==> src/rtl/arith_pkg.sv <==
// Shared arithmetic definitions: ALU width, multiplier state encoding, and
// the last shift-add iteration index.
package arith_pkg;

    localparam int ALU_W = 4;

    typedef enum logic [1:0] {
        S_IDLE = 2'd0,
        S_CALC = 2'd1,
        S_DONE = 2'd2
    } state_t;

    localparam logic [1:0] ITER_LAST = 2'd3;

endpackage

==> src/rtl/ALU_4b.sv <==
// 4-bit adder used as the sole arithmetic resource of the multiplier.
// Carry is the fifth sum bit; overflow is the signed-overflow indication.
module ALU_4b
    import arith_pkg::*;
(
    input  logic [ALU_W-1:0] a,
    input  logic [ALU_W-1:0] b,
    input  logic             cin,
    output logic [ALU_W-1:0] result,
    output logic             carry,
    output logic             overflow,
    output logic             zero
);

    logic [ALU_W:0] w_sum;

    assign w_sum    = {1'b0, a} + {1'b0, b} + {{ALU_W{1'b0}}, cin};
    assign result   = w_sum[ALU_W-1:0];
    assign carry    = w_sum[ALU_W];
    assign overflow = (a[ALU_W-1] == b[ALU_W-1]) && (result[ALU_W-1] != a[ALU_W-1]);
    assign zero     = (result == '0);

endmodule

==> src/rtl/mul4_seq.sv <==
// Sequential 4x4 unsigned shift-add multiplier with valid/ready handshakes on
// both sides; one partial-product add per cycle through a single ALU_4b.
module mul4_seq
    import arith_pkg::*;
#(
    parameter int WIDTH = 4
) (
    input  logic               clk,
    input  logic               rst_n,
    input  logic               in_valid,
    output logic               in_ready,
    input  logic [WIDTH-1:0]   a,
    input  logic [WIDTH-1:0]   b,
    output logic               out_valid,
    input  logic               out_ready,
    output logic [2*WIDTH-1:0] product,
    output logic               zero,
    output state_t             dbg_state
);

    // Handshake: a transfer happens on a rising edge where valid and ready are
    // both high; ready/valid outputs decode the state register only, never the
    // partner's input, and the producer may drop valid when not accepted.

    if (WIDTH != ALU_W) begin : g_bad_width
        $error("mul4_seq: WIDTH must equal ALU_W (4)");
    end

    state_t             r_state;
    logic [ALU_W-1:0]   r_mcand;
    logic [ALU_W-1:0]   r_acc_hi;
    logic [ALU_W-1:0]   r_acc_lo;
    logic [1:0]         r_cnt;

    logic               w_accept;
    logic [ALU_W-1:0]   w_alu_b;
    logic [ALU_W-1:0]   w_sum;
    logic               w_carry;
    logic               w_alu_unused_ovf;
    logic               w_alu_unused_zero;

    assign w_accept = in_valid && (r_state == S_IDLE);
    assign w_alu_b  = r_acc_lo[0] ? r_mcand : '0;

    ALU_4b u_alu (
        .a        (r_acc_hi),
        .b        (w_alu_b),
        .cin      (1'b0),
        .result   (w_sum),
        .carry    (w_carry),
        .overflow (w_alu_unused_ovf),
        .zero     (w_alu_unused_zero)
    );

    always_ff @(posedge clk or negedge rst_n) begin
        if (!rst_n) begin
            r_state <= S_IDLE;
        end else begin
            case (r_state)
                S_IDLE:  if (w_accept)            r_state <= S_CALC;
                S_CALC:  if (r_cnt == ITER_LAST)  r_state <= S_DONE;
                S_DONE:  if (out_ready)           r_state <= S_IDLE;
                default:                          r_state <= S_IDLE;
            endcase
        end
    end

    // Multiplier bits shift out of acc_lo as product bits shift in from the top.
    always_ff @(posedge clk or negedge rst_n) begin
        if (!rst_n) begin
            r_mcand  <= '0;
            r_acc_hi <= '0;
            r_acc_lo <= '0;
            r_cnt    <= '0;
        end else if (w_accept) begin
            r_mcand  <= a;
            r_acc_hi <= '0;
            r_acc_lo <= b;
            r_cnt    <= '0;
        end else if (r_state == S_CALC) begin
            {r_acc_hi, r_acc_lo} <= {w_carry, w_sum, r_acc_lo[ALU_W-1:1]};
            r_cnt                <= r_cnt + 2'd1;
        end
    end

    assign in_ready  = (r_state == S_IDLE);
    assign out_valid = (r_state == S_DONE);
    assign product   = out_valid ? {r_acc_hi, r_acc_lo} : '0;
    assign zero      = out_valid && ({r_acc_hi, r_acc_lo} == '0);
    assign dbg_state = r_state;

endmodule

==> config.mk <==
export PLATFORM = sky130hd
export DESIGN_NAME = mul4_seq
export DESIGN_NICKNAME = d
export VERILOG_FILES = /design/src/rtl/arith_pkg.sv /design/src/rtl/ALU_4b.sv /design/src/rtl/mul4_seq.sv
export SDC_FILE = /design/constraint.sdc
export NUM_CORES = 1
export LEC_CHECK = 0
export ABC_AREA = 1
export CORE_AREA = 2 2 47 49
export CTS_BUF_LIST = sky130_fd_sc_hd__clkbuf_4
export CTS_CLUSTER_DIAMETER = 30
export DETAILED_ROUTE_END_ITERATION = 7
export DIE_AREA = 0 0 49 51
export PLACE_DENSITY = 0.79
export SKIP_LAST_GASP = 1
export SYNTH_ARGS = -nofsm -noshare
export SYNTH_HDL_FRONTEND = slang
export SYNTH_SLANG_ARGS = --single-unit
==> constraint.sdc <==
create_clock -name clk -period 1.65 [get_ports clk]
set_input_delay 0.33 -clock clk [delete_from_list [all_inputs] [get_ports clk]]
set_output_delay 0.33 -clock clk [all_outputs]
set_load 0.05 [all_outputs]
# After elaboration in Yosys (flattened, before gate mapping)
# Cells that the tools add are included.
word_totals:
  input_bits: 12
  register_bits: 16
  elab_cells: 31
  output_inout_bits: 13
classes:
  n_eq_ne: 6
  reduce_logical: 6
  add_sub_neg: 2
  muxes: 12
ops:
  columns: ["cell", "count"]
  rows:
  - ["2-to-1 mux 4 bit", 5]
  - ["2-to-1 mux 2 bit", 5]
  - ["zero test 8 bit", 1]
  - ["2-to-1 mux 8 bit", 1]
  - ["one-hot mux 2 bit (3 select lines)", 1]
  - ["adder 4 x 4 -> 5 bit", 1]
  - ["equality test 2 bit, second input constant", 2]
  - ["!= test 2 x 1 -> 1 bit, second input constant", 2]
  - ["AND reduction 3 bit", 1]
  - ["adder 2 x 1 -> 2 bit, second input constant", 1]
  - ["equality test 2 x 1 -> 1 bit, second input constant", 1]
  - ["logical AND 1 bit", 2]
  - ["zero test 2 bit", 1]
  - ["!= test 2 bit, second input constant", 1]
  - ["nonzero test 2 bit", 1]

# Longest topological paths before layout
logic_depth:
  depth_word: 4
  depth_mapped: 10
  ltp_nobuf: 10

# By module
# Synthesis repeated with hierarchy kept, for this count alone.
hier_totals:
  cells_unflattened: 133
  area_unflattened_um2: 975.9
modules_own_cells:
  columns: ["mod", "cells_each", "area_each_um2", "n_inst"]
  rows:
  - ["mul4_seq", 104, 784.5, 1]
  - ["ALU_4b", 29, 191.4, 1]

# Least setup slack after synthesis
# Ideal clock, no wire load.
synth_path:
  kind: "reg-to-output"
  start: "register r_state[1], in the netlist dbg_state[1]"
  end: "output port zero"
  required_ns: 1.320
  arrival_time_ns: 1.904
  path_slack_ns: -0.584
  stages_incl_launch_ff: 3
  cell_sequence: "dfrtp_1 nand2_1 nor3_1"
synth_via:
  elab_chain_len: 2
synth_lines:
  columns: ["element", "line", "text"]
  rows:
  - ["start: declaration", "mul4_seq.sv:29", "state_t r_state;"]
  - ["start signal: assignment", "mul4_seq.sv:57", "r_state <= S_IDLE;"]
  - ["start signal: assignment", "mul4_seq.sv:60", "S_IDLE: if (w_accept) r_state <= S_CALC;"]
  - ["start signal: assignment", "mul4_seq.sv:61", "S_CALC: if (r_cnt == ITER_LAST) r_state <= S_DONE;"]
  - ["equality test 2 bit", "mul4_seq.sv:87", "assign out_valid = (r_state == S_DONE);"]
  - ["logical AND 1 bit", "mul4_seq.sv:89", "assign zero = out_valid && ({r_acc_hi, r_acc_lo} == '0);"]
  - ["end: declaration", "mul4_seq.sv:17", "output logic zero,"]
# Every way passes these cells.

# Final worst setup path
layout_path:
  start: "register r_acc_lo[1]"
  end: "output port zero"
layout_via:
  elab_chain_len: 2
layout_lines:
  columns: ["element", "line", "text"]
  rows:
  - ["start: declaration", "mul4_seq.sv:32", "logic [ALU_W-1:0] r_acc_lo;"]
  - ["start signal: assignment", "mul4_seq.sv:81", "{r_acc_hi, r_acc_lo} <= {w_carry, w_sum, r_acc_lo[ALU_W-1:1]};"]
  - ["zero test 8 bit", "mul4_seq.sv:89", null]
  - ["logical AND 1 bit", "mul4_seq.sv:89", null]
# Every way passes these cells.

==> metrics.txt <==
Max Root-Sink Buffers 2; run status finished, violations left; dominant synthesized flop cell dfrtp_1; violated checks negative setup slack; Synth top area share 43.5%; synthesized area 920 µm²; mean routed wirelength per cell 12.7 µm; max_cap viols 0; Detailed Route WL 2450 µm; max-slew violation count 0; YS warnings 0; crit-path max cell delay 0.44 ns; initial DRC count 17; Synth cell types 19; area grow syn2layout 67.8%; worst-path fanout max 3; CP Data Arrival Time 1.36 ns; vias in the first global route 959; CTS tree done; slack of the critical path -0.0384 ns; Pre-antenna DRT Iters 4; hpwl dp 1720 µm; Power Internal 0.00137 W; Final Hold Fails 0; clk_skew 0.00894 ns; Seq pwr share 26.9%; syn nets 139; Post-synth EDFFs 0; Boundary Pins 25; antenna violations before repair 0; PortBufs 24; Final Cycle Share 102%; placed cell count 175; layout net count 184; CP max stage cell dfrtp_1; Crit. End Element output port; maximum operating frequency 0.592 GHz; power share of the combinational group 64.1%; Design Area, Final 0.00154 mm²; Setup WS pre-CTS 0.0108 ns; Die Area 0.00250 mm²; Async SR Flop Fraction 100%; Final Power 0.00264 W; Net Sw Frac 48.2%; crit-path leading delay family flip-flops; Slew headroom 83.8%; Tmin final 1.69 ns; Root Driver clkbuf_4; largest net degree at the start of global routing 17; H-tree depth 1; Finished Layout Cells 193; syn_area_per_cell 7.60 µm²; Die Y 51 µm; Reg clk slew, reported paths 0.10 ns; first-pass GRT wire length 3750 µm; Worst-Margin Slew 0.242 ns; Setup crit start kind flop; drc violations 0; most common cell in the netlist nand2_1; crit path buf inv count 2; Lkg Pwr 0.788 nW; CP Data Required Time 1.32 ns; Starting Density 44.6%; total CTS buffers 3; power share of the clock group 9.0%; DR vias/cell 4.90; diode count 0; worst-skew pair later-pin latency 0.28 ns; layout cells sized above 1 39.4%; register area 403 µm²; commonest cells in the netlist nand2_1 (43), inv_1 (20), dfrtp_1 (16); CP Cell Sequence inv_2, nand4_1, nor3_4, buf_12; Synth area leaders dfrtp_1 (44%), nand2_1 (18%), inv_1 (8.2%); Min-Delay Path Class input port to async pin; post-synthesis sequential area ratio 43.5%; FP Rows 17; GRT Total Usage 20.0%; maximum VDD drop 1120 µV; core area 0.00206 mm²; Synth Register Bits 16; RSZ-0062 raised after global routing true; Clock Sinks 16; Routed Antenna Nets 0; grt total ovfl 0; Vias 945; Gate Count Post-Synth 121; # setup viols final 1; footprint of the multi-input gates 500 µm²; pwr dens 1710 mW/mm²; post-synth top area cell dfrtp_1; Fill cells 148; chip width 49 µm; GPL Wtd Cong 0.756; CP Class flop to output port; Cell Area, Placed 0.00139 mm²; P_sw 0.00127 W
-- cells by family (layout without fill, tap and decap cells) --
family                   count (synthesis)  after routing  share of synthesized area [%]
adder cells (fa/ha/maj)                  6              6                           8.98
flip-flops                              16             16                           43.5
AND/OR/NAND/NOR                         68             68                           32.2
buffers and inverters                   24             68                           11.2
AO/OA/AOI/OAI                            7              7                           4.08
-- flip-flops by register name (all words and copies together) (netlist names) --
register / flops
r_mcand: 4
r_cnt: 2
r_acc_lo: 4
r_acc_hi: 4
dbg_state: 2
-- path summary, 6_finish.rpt --
path                                   from            to  slack (ns)  cells past startpoint
worst max-delay path            r_acc_lo[1]          zero       -0.04                      4
worst min-delay path                  rst_n   r_acc_lo[2]        0.35                      2
worst max register to register  r_acc_lo[0]   r_acc_hi[3]        0.08                     10
worst min register to register   r_mcand[1]    r_mcand[1]        0.49                      2
max in group asynchronous             rst_n  dbg_state[0]        1.10                      2
min in group clk                 r_mcand[1]    r_mcand[1]        0.49                      2
-- placed cells by master, fill, tap and decap left out, drive strengths merged, types with 3 or more instances in the layout --
cell type,count
buf,31
o21ai,3
dfrtp,16
clkdlybuf4s50,11
nand2,45
clkbuf,4
ha,5
inv,21
nor2,12
nand3,8
-- layout make-up --
type	count	area share, %
clock buffers	4	1.95
well taps	28	2.27
flip-flops and latches	16	26.1
repair buffers	42	31.6
multi-input cells	81	32.4
inverters	22	5.60
-- metal layers --
layer  vias up  wire length (µm)  GRT usage [%]
met1       429               828           19.8
met5         -                 0              0
met4         0                76           11.4
li1        458                 -              -
met3        13               131           2.34
met2        45              1420           40.0
-- per-stage QoR --
step | TNS [ns] | hold slack, ns | utilization (%)
after floorplan | 0 | 0.0344 | -
after global placement | 0 | 0.457 | 67.3
after detailed placement | 0 | 0.468 | 67.3
after CTS | -0.0184 | 0.358 | 71.6
after global routing | -0.124 | 0.363 | 74.8
final | -0.0384 | 0.351 | 74.8
-- timing repair --
item	CTS	global route
setup buffers	7	7
gates resized for setup	8	8
pin swaps	2	3
setup endpoints to repair	9	9
hold buffers	0	0
-- power groups by stage --
stage / clock [W] / sequential, W / combinational, W
2_1_floorplan: 0 / 0.000757 / 0.000919
3_3_place_gp: 0 / 0.000698 / 0.00138
3_5_place_dp: 0 / 0.000710 / 0.00142
4_1_cts: 0.000237 / 0.000698 / 0.00158
5_1_grt: 0.000249 / 0.000723 / 0.00184
6_report: 0.000236 / 0.000710 / 0.00169
Note: power is estimated with default switching activity, not from simulation.
